$ cat src/rtl/mult_wb_pkg.sv
// Definitions shared by the multiplier's Wishbone slave wrapper and the initiator.
// Covers the register map, widths, the unmapped-read sentinel and the initiator FSM states.
package mult_wb_pkg;

    localparam int OP_W   = 16;
    localparam int PROD_W = 32;

    localparam logic [7:0] A_OFF = 8'h00;
    localparam logic [7:0] B_OFF = 8'h04;
    localparam logic [7:0] P_OFF = 8'h08;

    localparam logic [31:0] DEADBEEF = 32'hDEAD_BEEF;

    typedef enum logic [2:0] {
        IDLE,
        WR_A,
        WR_B,
        RD_P,
        RESP
    } mult_state_e;

    // Register offset targeted by the bus cycle that a given state performs.
    function automatic logic [7:0] state_off(input mult_state_e s);
        case (s)
            WR_A:    return A_OFF;
            WR_B:    return B_OFF;
            default: return P_OFF;
        endcase
    endfunction

endpackage

$ cat src/rtl/wb_ack_timer.sv
// Counts strobe cycles that go unacknowledged.
// expired_o is raised on the last cycle a slave may still acknowledge.
module wb_ack_timer #(
    parameter int TIMEOUT = 16
) (
    input  logic wb_clk_i,
    input  logic wb_rst_i,
    input  logic clr_i,
    input  logic en_i,
    output logic expired_o
);

    logic [7:0] cnt_q, cnt_d;

    assign expired_o = (cnt_q == 8'(TIMEOUT - 1));

    always_comb begin
        cnt_d = cnt_q;
        if (clr_i) begin
            cnt_d = '0;
        end else if (en_i && !expired_o) begin
            cnt_d = cnt_q + 8'd1;
        end
    end

    always_ff @(posedge wb_clk_i or posedge wb_rst_i) begin
        if (wb_rst_i) begin
            cnt_q <= '0;
        end else begin
            cnt_q <= cnt_d;
        end
    end

endmodule

$ cat src/rtl/wb_mult_initiator.sv
// Wishbone classic master that writes A and B into the multiplier and reads P.
// The product, or a timeout error, is returned on a valid/ready response port.
module wb_mult_initiator
    import mult_wb_pkg::*;
#(
    parameter logic [31:0] BASE_ADDR = 32'h3000_0000,
    parameter int          TIMEOUT   = 16
) (
    input  logic              wb_clk_i,
    input  logic              wb_rst_i,
    input  logic              cmd_valid,
    output logic              cmd_ready,
    input  logic [OP_W-1:0]   cmd_a,
    input  logic [OP_W-1:0]   cmd_b,
    output logic              rsp_valid,
    input  logic              rsp_ready,
    output logic [PROD_W-1:0] rsp_p,
    output logic              rsp_err,
    output logic              wbm_cyc_o,
    output logic              wbm_stb_o,
    output logic              wbm_we_o,
    output logic [3:0]        wbm_sel_o,
    output logic [31:0]       wbm_adr_o,
    output logic [31:0]       wbm_dat_o,
    input  logic [31:0]       wbm_dat_i,
    input  logic              wbm_ack_i,
    output logic              busy
);

    mult_state_e       state_q, state_d;
    logic              cyc_q, cyc_d, stb_q, stb_d, we_q, we_d;
    logic [3:0]        sel_q, sel_d;
    logic [31:0]       adr_q, adr_d, dat_q, dat_d;
    logic [OP_W-1:0]   b_q, b_d;
    logic              cmd_ready_q, cmd_ready_d;
    logic              rsp_valid_q, rsp_valid_d;
    logic              rsp_err_q, rsp_err_d;
    logic [PROD_W-1:0] rsp_p_q, rsp_p_d;
    logic              ack, expired, tmo;

    // An ack only counts while our strobe is up.
    assign ack = stb_q & wbm_ack_i;
    assign tmo = stb_q & ~wbm_ack_i & expired;

    wb_ack_timer #(.TIMEOUT(TIMEOUT)) u_ack_timer (
        .wb_clk_i  (wb_clk_i),
        .wb_rst_i  (wb_rst_i),
        .clr_i     (~stb_q | wbm_ack_i),
        .en_i      (stb_q & ~wbm_ack_i),
        .expired_o (expired)
    );

    always_comb begin
        state_d     = state_q;
        cyc_d       = cyc_q;
        stb_d       = stb_q;
        we_d        = we_q;
        sel_d       = sel_q;
        adr_d       = adr_q;
        dat_d       = dat_q;
        b_d         = b_q;
        rsp_valid_d = rsp_valid_q;
        rsp_p_d     = rsp_p_q;
        rsp_err_d   = rsp_err_q;

        case (state_q)
            IDLE: begin
                // WR_A strobes straight off the handshake; later cycles get a turnaround.
                if (cmd_valid && cmd_ready_q) begin
                    b_d     = cmd_b;
                    cyc_d   = 1'b1;
                    stb_d   = 1'b1;
                    we_d    = 1'b1;
                    sel_d   = 4'hF;
                    adr_d   = BASE_ADDR | {24'h0, state_off(WR_A)};
                    dat_d   = {{(32 - OP_W){1'b0}}, cmd_a};
                    state_d = WR_A;
                end
            end
            WR_A, WR_B, RD_P: begin
                if (!stb_q) begin
                    cyc_d = 1'b1;
                    stb_d = 1'b1;
                    sel_d = 4'hF;
                    we_d  = (state_q != RD_P);
                    adr_d = BASE_ADDR | {24'h0, state_off(state_q)};
                    if (state_q == WR_B) begin
                        dat_d = {{(32 - OP_W){1'b0}}, b_q};
                    end else if (state_q == RD_P) begin
                        dat_d = '0;
                    end
                end else if (ack) begin
                    cyc_d = 1'b0;
                    stb_d = 1'b0;
                    case (state_q)
                        WR_A:    state_d = WR_B;
                        WR_B:    state_d = RD_P;
                        default: begin
                            state_d     = RESP;
                            rsp_valid_d = 1'b1;
                            rsp_p_d     = wbm_dat_i;
                            rsp_err_d   = 1'b0;
                        end
                    endcase
                end else if (tmo) begin
                    // Abandon the remaining bus cycles and report the error.
                    cyc_d       = 1'b0;
                    stb_d       = 1'b0;
                    state_d     = RESP;
                    rsp_valid_d = 1'b1;
                    rsp_p_d     = '0;
                    rsp_err_d   = 1'b1;
                end
            end
            RESP: begin
                if (rsp_ready) begin
                    rsp_valid_d = 1'b0;
                    state_d     = IDLE;
                end
            end
            default: state_d = IDLE;
        endcase

        cmd_ready_d = (state_d == IDLE);
    end

    always_ff @(posedge wb_clk_i or posedge wb_rst_i) begin
        if (wb_rst_i) begin
            state_q     <= IDLE;
            cyc_q       <= 1'b0;
            stb_q       <= 1'b0;
            we_q        <= 1'b0;
            sel_q       <= '0;
            adr_q       <= '0;
            dat_q       <= '0;
            b_q         <= '0;
            cmd_ready_q <= 1'b0;
            rsp_valid_q <= 1'b0;
            rsp_p_q     <= '0;
            rsp_err_q   <= 1'b0;
        end else begin
            state_q     <= state_d;
            cyc_q       <= cyc_d;
            stb_q       <= stb_d;
            we_q        <= we_d;
            sel_q       <= sel_d;
            adr_q       <= adr_d;
            dat_q       <= dat_d;
            b_q         <= b_d;
            cmd_ready_q <= cmd_ready_d;
            rsp_valid_q <= rsp_valid_d;
            rsp_p_q     <= rsp_p_d;
            rsp_err_q   <= rsp_err_d;
        end
    end

    assign cmd_ready = cmd_ready_q;
    assign rsp_valid = rsp_valid_q;
    assign rsp_p     = rsp_p_q;
    assign rsp_err   = rsp_err_q;
    assign wbm_cyc_o = cyc_q;
    assign wbm_stb_o = stb_q;
    assign wbm_we_o  = we_q;
    assign wbm_sel_o = sel_q;
    assign wbm_adr_o = adr_q;
    assign wbm_dat_o = dat_q;
    assign busy      = (state_q != IDLE);

endmodule

$ cat config.mk
export PLATFORM = sky130hd
export DESIGN_NAME = wb_mult_initiator
export DESIGN_NICKNAME = d
export VERILOG_FILES = /design/src/rtl/mult_wb_pkg.sv /design/src/rtl/wb_ack_timer.sv /design/src/rtl/wb_mult_initiator.sv
export SDC_FILE = /design/constraint.sdc
export NUM_CORES = 1
export LEC_CHECK = 0
export CELL_PAD_IN_SITES_DETAIL_PLACEMENT = 2
export CELL_PAD_IN_SITES_GLOBAL_PLACEMENT = 2
export CORE_AREA = 2 2 129 131
export DETAILED_ROUTE_END_ITERATION = 6
export DIE_AREA = 0 0 131 133
export HOLD_SLACK_MARGIN = 0.03
export PLACE_DENSITY = 0.78
export SLEW_MARGIN = 10
export SYNTH_ARGS = -nofsm -noshare
export SYNTH_HDL_FRONTEND = slang
export SYNTH_SLANG_ARGS = --single-unit
$ cat constraint.sdc
create_clock -name wb_clk_i -period 3.3 [get_ports wb_clk_i]
set_input_delay 0.66 -clock wb_clk_i [delete_from_list [all_inputs] [get_ports wb_clk_i]]
set_output_delay 0.66 -clock wb_clk_i [all_outputs]
set_load 0.005 [all_outputs]
==> qor.txt, run 1 <==
Status - completed
Clk slew on worst S/H paths - 0.06 ns
Synth Area per Inst - 11.7 um^2
Layout cell share with drive strength beyond 1 - 7.11%
#FFs+latches synth - 84
RSZ-0062 raised after global routing - false
CTS tree - built
Die W - 131 um
CP Cell Sequence - or3_1, clkdlybuf4s50_1
Min setup slack post-route - 0.900 ns
CP Data Required Time - 2.64 ns
Total core area - 16200 um^2
Placed instance count - 668
Worst setup EP type - output pin
H-Tree Depth - 3
Worst-Margin Slew - 0.546 ns
Peak per-stage delay on the critical path - 0.52 ns
WHS Path Cells - 1
Initial Util - 24.4%
Relative slew slack - 63.5%
Via total after detailed routing - 3071
Top routing layer in use - met5
Layout Cells excl Fill - 684
Crit path DAT - 1.74 ns
Die area - 17400 um^2
DP HPWL - 8700 um
First-pass GRT wire length - 19000 um
Synth cell types - 49
Synth top area share - 53.4%
Type of the most critical hold path - flip-flop to flip-flop
Remaining DRCs - 0
Worst clock skew - 0.0101 ns
I/O pin count - 176
Area delta synth->final - 41.9%
Post-DRT Antenna Nets - 0
Gr usage total - 14.2%
Largest net degree at the start of global routing - 56
Clock insertion delay at the later pin of the skew report - 0.34 ns
Area leader, netlist - dfrtp_1
Top FF cell, synth - dfrtp_1
Final WL - 12000 um
PostCTS Resize Cnt - 0
Synthesized instance count - 338
Max Slew Vio Count - 0
Synth warn - 0
Final Critical Period - 2.40 ns
Seq/Total Area, Yosys - 53.4%
CP Max Fanout - 8
Synth Cell Area - 3940 um^2
Fmax - 0.417 GHz
Site Rows - 47
HP Start - b_q[12]$_DFFE_PP0P_
Final Hold Fails - 0
First drt pass iteration count - 4
Pleak - 2.32 nW
# hold bufs at CTS - 0
Met3 Wirelength - 528 um
Remaining Overflow, GRT - 0
Final period utilization - 72.7%
WHS - 0.485 ns
M1 WL - 4760 um
MaxCap Viol Count - 0
CTS sink cnt - 84
Clk root buf - clkbuf_16
Worst reg-to-reg setup slack - 1.03 ns
Slowest CP cell - dfrtp_1
Worst Reg-to-Reg Cells - 4
Initial drt markers - 125
Drt via density - 4.49
PwrDens - 820 nW/um^2
Chip Height - 133 um
Initial antenna violation count - 1
TNS Setup - 0 ns
I/O Buffers - 131
Crit Reg-Reg Endpoint - rsp_p[30]$_DFFE_PP0P_
Final Setup Violations - 0
Setup crit start kind - flip-flop
Antenna diodes - 0
Number of global-route vias before repair - 3373
Clock buffer depth - 2
DR WL/cell - 17.6 um
EDFF count, synth - 0
Met2 wire length - 6470 um
Async set-reset flop share out of synthesis - 100%
Hold EP - b_q[12]$_DFFE_PP0P_
Cts bufs inserted - 9
Fin nets - 529
Top post-synthesis cells by area - dfrtp_1 53%, buf_4 10%, a32o_1 8.1%
Gp weighted congestion - 0.742
VDD IR-drop max - 0.298 mV
WS Path Type - flip-flop to output pin
Post-CTS setup buffer count - 0
Pre-CTS WS - 0.777 ns
RR Startpoint - u_ack_timer.cnt_q[5]$_DFFE_PP0P_
## cell families (layout without fill, tap and decap cells)
logic type,after synthesis,count (layout),synth area share (%)
muxes,17,17,4.86
AOI/OAI and AO/OA,95,95,18.8
buffers and inverters,77,160,13.2
xor gates and xnor gates,4,4,0.890
other,1,44,0.0952
and+or+nand+nor,59,59,8.45
adders and majority gates,1,1,0.318
DFF,84,84,53.4
## Yosys cell counts, drive strengths merged (2+ instances only)
| master | instances |
|---|---|
| nor3b | 2 |
| o21ai | 19 |
| mux2 | 17 |
| a32o | 32 |
| nand3 | 8 |
| clkbuf | 11 |
| inv | 5 |
| a21oi | 9 |
| xnor2 | 3 |
| a2bb2oi | 2 |
| a31oi | 4 |
| nand2 | 23 |
| buf | 60 |
| nand4 | 2 |
| a211oi | 3 |
| nor3 | 6 |
| nor2 | 6 |
| or2 | 3 |
| dfrtp | 84 |
| a22oi | 16 |
| and3b | 2 |
## metrics by stage
| stage | utilization [%] | area (um^2) | power [mW] |
|---|---|---|---|
| after floorplan | - | 4100 | 2.61 |
| after global placement | 32.6 | 5270 | 3.46 |
| after detailed placement | 32.6 | 5270 | 3.57 |
| after CTS | 34.6 | 5590 | 4.67 |
| after global routing | 34.6 | 5590 | 4.93 |
| final | 34.6 | 5590 | 4.58 |
## power breakdown
group	internal, mW	leakage, nW	switching, mW	total [mW]
Sequential	1.44	1.05	0.292	1.73
Combinational	1.01	1.11	0.770	1.78
Clock	0.680	0.159	0.393	1.07
## worst max-delay path, delay by kind of cell (launching register included)
kind / cells / cell delay (ns)
AND/OR/NAND/NOR: 1 / 0.43
buffers and inverters: 1 / 0.46
flip-flops: 1 / 0.52
## cell type report
class                      instances  area, um^2
multi-input combinational        220        1490
fill                            1716       10600
timing repair buffer             138        1380
sequential                        84        2100
clock inverter                     5        75.1
inverter                           6        25.0
tap                              220         275
clock buffer                      11         243
## how the worst max path moves through the flow
stage,startpoint,to,cells past startpoint
6_report,state_q[0]$_DFF_PP0_,busy,2
5_1_grt,state_q[0]$_DFF_PP0_,busy,2
4_1_cts,state_q[0]$_DFF_PP0_,busy,2
3_5_place_dp,wbm_ack_i,rsp_p[27]$_DFFE_PP0P_,5
3_3_place_gp,wbm_ack_i,rsp_p[26]$_DFFE_PP0P_,4
2_1_floorplan,wb_rst_i,b_q[0]$_DFFE_PP0P_,1
## cell usage in the layout (no fill, tap or decap), types with 4 or more instances in the layout
cell type	instances
a31oi_1	4
buf_4	6
clkbuf_16	9
nand2_1	23
mux2_1	17
a21oi_1	8
nor3_1	4
dfrtp_1	84
clkdlybuf4s50_1	131
conb_1	44
o21ai_1	18
nand3_1	7
clkinv_2	5
a32o_1	32
nor2_1	5
inv_1	4
a22oi_1	16
## sequential cells by signal (all words and copies together) (netlist names), 2 cells and up
name	cells
b_q	16
rsp_p	32
state_q	3
u_ack_timer.cnt_q	8
wbm_adr_o	2
wbm_dat_o	16
## per-layer routing
layer  vias to the layer above  GRT usage, %
li1                       1388             -
met1                      1583          16.5
met2                        77          25.2
met3                        21          3.28
met4                         2          4.96
met5                         -             0
Power figures use the tool's default switching activity.
==> inputs of run 2 (changes only) <==
Settings changed: CORE_AREA 2 2 129 131 to 2 2 134 136, DIE_AREA 0 0 131 133 to 0 0 136 138, PLACE_DENSITY 0.78 to 0.76.
Clock period 3.3 ns to 2.2 ns, I/O delays scaled along.
==> run 2 against run 1 <==
  * Sequential power increased by 46%
  * Clock skew fell by 0.0030 ns
  * Clock power is 53% higher
  * First-iteration DRC count is 10% lower
  * Sequential share of layout area down 0.82 points
  * Worst setup slack worse by 0.77 ns
  * Flip-flop and latch count unchanged
  * Power is 53% higher
  * Combinational power rose by 60%
  * Global-route usage shrank 1.5 points
  * Core utilization shrank 2.0 points
  * Count of clock-buffer cells in the layout shrank 1
  * Highest routed layer is now met4
==> qor.txt, run 2 (same netlist as run 1, synthesis figures left out) <==
Status - completed
Slowest CP cell - clkdlybuf4s50_1
CP Buf/Inv Count - 1 (unchanged)
Area delta synth->final - 45.1%
Min setup slack post-route - 0.126 ns (-0.773 ns)
Fin nets - 536 (+1.3%)
I/O pin count - 176 (unchanged)
WS Path Type - flip-flop to output pin
Largest net degree at the start of global routing - 85 (+52%)
Number of global-route vias before repair - 3383 (+0.30%)
Peak per-stage delay on the critical path - 0.47 ns (-0.05 ns)
VDD IR-drop max - 0.459 mV (+54%)
Commonest non-fill, non-tap cells in the layout - 131 x clkdlybuf4s50_1, 84 x dfrtp_1, 44 x conb_1
DR WL/cell - 16.5 um (-6.2%)
Pre-CTS WS - 0.00274 ns (-0.774 ns)
Leading cell type in the layout, fill and taps excluded - clkdlybuf4s50_1
Final Critical Period - 2.07 ns
Type of the most critical hold path - flip-flop to flip-flop
Clock buffer depth - 2 (unchanged)
Layout cell share with drive strength beyond 1 - 8.70% (+1.6 points)
Die W - 136 um (+3.8%)
H-Tree Depth - 3 (unchanged)
Final WL - 11600 um (-4.1%)
CP Cell Sequence - or3_1, clkdlybuf4s50_1
Crit path DAT - 1.63 ns (-0.11 ns)
CP top delay family - buffers and inverters
CTS tree - built
Post-DRT Antenna Nets - 0 (unchanged)
Clk root buf - clkbuf_16
First-pass GRT wire length - 18600 um (-1.6%)
I/O Buffers - 131 (unchanged)
# hold bufs at CTS - 0 (unchanged)
RSZ-0062 raised after global routing - false
Post-CTS setup buffer count - 0 (unchanged)
Max Slew Vio Count - 0 (unchanged)
Worst setup EP type - output pin
Remaining Overflow, GRT - 0 (unchanged)
Finished Cell Area - 5720 um^2 (+2.2%)
CP Max Fanout - 6 (-2)
Initial drt markers - 112 (-10%)
Post-DP Area - 5390 um^2 (+2.2%)
Pleak - 2.37 nW (+2.2%)
Final period utilization - 94.3%
CP Data Required Time - 1.76 ns (-0.88 ns)
Total core area - 17500 um^2 (+8.4%)
MaxCap Viol Count - 0 (unchanged)
Fmax - 0.482 GHz
Clk slew on worst S/H paths - 0.06 ns (about the same)
PostCTS Resize Cnt - 0 (unchanged)
Antenna diodes - 0 (unchanged)
Chip Height - 138 um (+3.8%)
Worst clock skew - 0.00712 ns (-0.00302 ns)
Remaining DRCs - 0 (unchanged)
First drt pass iteration count - 4 (unchanged)
Via total after detailed routing - 3088 (+0.55%)
Cts bufs inserted - 9 (unchanged)
Gr usage total - 12.7% (-1.5 points)
DP HPWL - 8190 um (-5.8%)
Initial antenna violation count - 0 (-1)
Initial Util - 22.5% (-1.9 points)
Pwr Total - 7.02 mW (+53%)
Setup crit start kind - flip-flop
Max reg flops - 32 (unchanged)
# fillers - 1860 (+8.4%)
Final Util - 32.6% (-2.0 points)
Die area - 18800 um^2 (+7.7%)
Clock insertion delay at the later pin of the skew report - 0.34 ns (about the same)
TNS Setup - 0 ns (unchanged)
Gp weighted congestion - 0.753 (+1.5%)
Site Rows - 49 (+4.3%)
Final Setup Violations - 0 (unchanged)
Final Hold Fails - 0 (unchanged)
CTS sink cnt - 84 (unchanged)
Drt via density - 4.41 (-1.7%)
PwrDens - 1230 nW/um^2 (+50%)
## run 2: cell types whose count changed in the layout (fill, tap and decap cells not counted), sizes merged
cell	change
buf	+7
clkbuf	-1
clkinvlp	+1
## run 2: through the flow
step           hold slack (ns)  instances
2_1_floorplan            0.459        381
3_3_place_gp             0.467        684
3_5_place_dp             0.478        684
4_1_cts                  0.493        700
5_1_grt                  0.515        700
6_report                 0.488        700
## run 2: worst paths after layout
path	start	endpoint	cells after the start	slack (ns)
worst max-delay path	state_q[2]$_DFF_PP0_	busy	2	0.13
worst min-delay path	wbm_dat_o[15]$_DFFE_PP0P_	wbm_dat_o[15]$_DFFE_PP0P_	2	0.49
worst max register to register	u_ack_timer.cnt_q[5]$_DFFE_PP0P_	rsp_p[6]$_DFFE_PP0P_	5	0.17
worst min register to register	wbm_dat_o[15]$_DFFE_PP0P_	wbm_dat_o[15]$_DFFE_PP0P_	2	0.49
max in group asynchronous	wb_rst_i	u_ack_timer.cnt_q[1]$_DFFE_PP0P_	3	1.24
min in group asynchronous	wb_rst_i	b_q[12]$_DFFE_PP0P_	3	0.60
## run 2: metal layers
layer / track usage (%) / vias to the layer above / wire, um
met4: 3.62 / 0 / 140
li1: - / 1409 / -
met3: 4.99 / 11 / 964
met5: 0 / - / 0
met1: 15.3 / 1547 / 4780
met2: 21.0 / 121 / 5670
## run 2: worst register-to-register path, delay by kind of cell (launching register included)
| kind | cells | cell delay [ns] |
|---|---|---|
| simple gates | 2 | 0.72 |
| compound gates | 2 | 0.57 |
| flops | 1 | 0.45 |
| buf+inv | 1 | 0.18 |
## run 2: report_power, final
| group | internal [mW] | switching [mW] |
|---|---|---|
| clock | 1.02 | 0.615 |
| sequential | 2.16 | 0.374 |
| combinational | 1.61 | 1.23 |
| total | 4.80 | 2.22 |
## run 2: area by class of cell
type / count / area, um^2 / share of cell area [%]
multi-input cells: 220 / 1490 / 26.1
clock inverters: 6 / 87.6 / 1.53
well taps: 229 / 287 / 5.01
repair buffers: 145 / 1480 / 25.9
flip-flops and latches: 84 / 2100 / 36.8
clock buffers: 10 / 239 / 4.18
inverters: 6 / 27.5 / 0.482
==> inputs of run 3 (changes only) <==
Settings changed: CORE_AREA 2 2 134 136 to 2 2 138 140, DIE_AREA 0 0 136 138 to 0 0 140 142, MAX_ROUTING_LAYER set to met4, SYNTH_HIERARCHICAL set to 1.
Clock period 2.2 ns to 1.9 ns, I/O delays scaled along.
==> run 3 against run 2 <==
  * The flow now finishes with violations (DRC, setup timing)
  * Via count is 9.0% higher
  * Critical path depth increased by 5
  * Sequential power is 23% higher
  * Hold slack worse by 0.083 ns
  * Register-to-register slack got worse by 0.21 ns
  * Final cell count up 9.6%
  * Core utilization grew 1.5 points
  * First-iteration DRC count is 1.8% higher
  * Sequential share of layout area fell by 3.3 points
  * Clock skew decreased by 0.00076 ns
  * Synthesized cell count up 11%
  * Largest power group unchanged
==> qor.txt, run 3 <==
PwrDens - 1440 nW/um^2 (+17%)
#FFs+latches synth - 84 (unchanged)
Die area - 19900 um^2 (+5.9%)
Synth cell types - 54 (+10%)
CP Data Required Time - 2.12 ns (+0.36 ns)
Final Setup Violations - 33 (+33)
Max reg flops - 32 (unchanged)
Synth top area share - 48.2% (-5.1 points)
Synth top cells by count - 84 x dfrtp_1, 52 x buf_4, 37 x mux2_4, 33 x and3_1, 25 x nor2_1
Fin nets - 598 (+12%)
Type of the most critical hold path - input pin to async pin
Clock insertion delay at the later pin of the skew report - 0.34 ns (about the same)
WS Path Type - flip-flop to flip-flop
CTS tree - built
Finished Cell Area - 6290 um^2 (+10%)
VDD IR-drop max - 0.460 mV (+0.21%)
Setup crit start kind - flip-flop
Layout cell share with drive strength beyond 1 - 22.9% (+14 points)
Most common cell in the netlist - dfrtp_1
Clock buffer depth - 2 (unchanged)
Via total after detailed routing - 3366 (+9.0%)
Final WL - 13600 um (+17%)
Remaining Overflow, GRT - 0 (unchanged)
Synthesized instance count - 374 (+11%)
Drt via density - 4.39 (-0.52%)
Fmax - 0.514 GHz
Top FF cell, synth - dfrtp_1
Initial drt markers - 114 (+1.8%)
Antenna diodes - 0 (unchanged)
Number of global-route vias before repair - 3735 (+10%)
Site Rows - 50 (+2.0%)
H-Tree Depth - 3 (unchanged)
Clk slew on worst S/H paths - 0.07 ns (about the same)
Layout Cells excl Fill - 767 (+9.6%)
Synth Area per Inst - 11.7 um^2 (about the same)
Crit path DAT - 2.16 ns (+0.53 ns)
Async set-reset flop share out of synthesis - 100% (unchanged)
Worst setup EP type - flip-flop
DP HPWL - 9430 um (+15%)
RSZ-0062 raised after global routing - true
Gp weighted congestion - 0.831 (+10%)
I/O Buffers - 131 (unchanged)
Commonest non-fill, non-tap cells in the layout - 130 x clkdlybuf4s50_1, 82 x dfrtp_1, 44 x conb_1
EDFF count, synth - 0 (unchanged)
Worst-Margin Slew - 0.748 ns
Cts bufs inserted - 9 (unchanged)
MaxCap Viol Count - 0 (unchanged)
Multi-input gate area - 1890 um^2 (+26%)
CTS sink cnt - 84 (unchanged)
Pre-CTS WS - -0.160 ns (-0.163 ns)
Leading cell type in the layout, fill and taps excluded - clkdlybuf4s50_1
First-pass GRT wire length - 20900 um (+12%)
Remaining DRCs - 12 (+12)
Top post-synthesis cells by area - dfrtp_1 48%, mux2_4 13%, buf_4 9.0%
Relative slew slack - 50.1%
Final Util - 34.1% (+1.5 points)
CP Max Fanout - 13 (+7)
Final period utilization - 102%
Status - finished with violations
Die W - 140 um (+2.9%)
Worst clock skew - 0.00636 ns (-0.000755 ns)
Final Critical Period - 1.94 ns
Initial Util - 23.6% (+1.2 points)
Clk root buf - clkbuf_16
First drt pass iteration count - 7 (+3)
Gr usage total - 13.8% (+1.1 points)
Final Hold Fails - 0 (unchanged)
Chip Height - 142 um (+2.9%)
I/O pin count - 176 (unchanged)
Pleak - 2.96 nW (+25%)
Area leader, netlist - dfrtp_1
DR WL/cell - 17.7 um (+7.0%)
Min setup slack post-route - -0.0438 ns (-0.170 ns)
Synth warn - 6 (+6)
Area delta synth->final - 44.4%
Post-DP Area - 5880 um^2 (+9.1%)
# fillers - 1953 (+5.0%)
Seq/Total Area, Yosys - 48.2% (-5.1 points)
Initial antenna violation count - 0 (unchanged)
Synth Cell Area - 4360 um^2 (+11%)
Placed instance count - 741 (+8.3%)
WHS - 0.405 ns (-0.0828 ns)
Total core area - 18500 um^2 (+5.3%)
Max Slew Vio Count - 0 (unchanged)
Failing checks - DRC, setup timing
Post-DRT Antenna Nets - 0 (unchanged)
FF+latch area - 2100 um^2 (+0.12%)
Largest net degree at the start of global routing - 77 (-9.4%)
==> run 3: cell types whose count changed after synthesis, moves of 4 or more <==
cell and change:
nand2_1 -17, o21ai_1 -18, mux2_2 +14, clkbuf_1 -4, and3_1 +32, inv_1 +6
mux2_4 +37, nor3_1 -4, a32o_1 -31, a21oi_1 +13, o21ai_0 +4, nor2_1 +20
mux2_1 -17
==> run 3: area by class of cell <==
| type | instances | share of cell area [%] |
|---|---|---|
| clock inverter | 6 | 1.03 |
| multi-input combinational | 251 | 30.0 |
| clock buffer | 10 | 3.64 |
| tap | 234 | 4.65 |
| sequential | 84 | 33.4 |
| inverter | 11 | 0.716 |
| timing repair buffer | 171 | 26.6 |
==> run 3: metrics by stage <==
| step | power [mW] | setup TNS [ns] |
|---|---|---|
| 2_1_floorplan | 5.23 | 0 |
| 3_3_place_gp | 7.05 | -1.08 |
| 3_5_place_dp | 7.27 | -5.17 |
| 4_1_cts | 9.17 | -0.715 |
| 5_1_grt | 9.66 | -3.40 |
| 6_report | 9.07 | -0.855 |
==> run 3: worst max-delay path, cell delays in order (launching register included) <==
cell and delay, ns:
dfrtp_1 0.40, nor4_4 0.34, and3_4 0.27, o21ai_2 0.06
o21ai_2 0.16, nand2_4 0.10, buf_12 0.17, mux2_4 0.31
==> run 3: routing by layer <==
metal	vias to the layer above	global-route usage [%]	wire [um]
li1	1529	-	-
met1	1722	15.4	5540
met2	96	24.9	7210
met3	19	2.52	545
met4	0	4.63	258
met5	-	-	0
==> run 3: cells by family after synthesis <==
family                     synth area share (%)
and+or+nand+nor                            13.3
DFF                                        48.2
buffers and inverters                      12.7
AOI/OAI and AO/OA                          8.81
muxes                                      16.6
adders and majority gates                 0.287
other                                    0.0860
==> run 3: worst paths after layout <==
kind	from	end	slack (ns)	depth (start not counted)
hold reg to reg	rsp_p[18]$_DFFE_PP0P_	rsp_p[18]$_DFFE_PP0P_	0.51	1
setup / recovery	u_ack_timer/cnt_q[7]$_DFFE_PP0P_	rsp_p[12]$_DFFE_PP0P_	-0.04	7
hold / removal	wb_rst_i	u_ack_timer/cnt_q[5]$_DFFE_PP0P_	0.41	2
max in group asynchronous	wb_rst_i	state_q[1]$_DFF_PP0_	0.98	3
min in group wb_clk_i	rsp_p[18]$_DFFE_PP0P_	rsp_p[18]$_DFFE_PP0P_	0.51	1
setup reg to reg	u_ack_timer/cnt_q[7]$_DFFE_PP0P_	rsp_p[12]$_DFFE_PP0P_	-0.04	7
==> run 3: timing repair <==
action                     4_1_cts  5_1_grt
resized for setup                7        3
pin swaps                        4        6
setup endpoints to repair       39       35
cloned                           0        1
buffers inserted                 6        3
hold buffers                     0        0
==> run 3: power by group <==
group	internal, mW	switching [mW]	total (mW)	leakage, nW
logic	2.53	1.66	4.19	1.77
registers	2.61	0.518	3.12	1.05
clock network	1.02	0.732	1.75	0.142
total	6.16	2.91	9.07	2.96
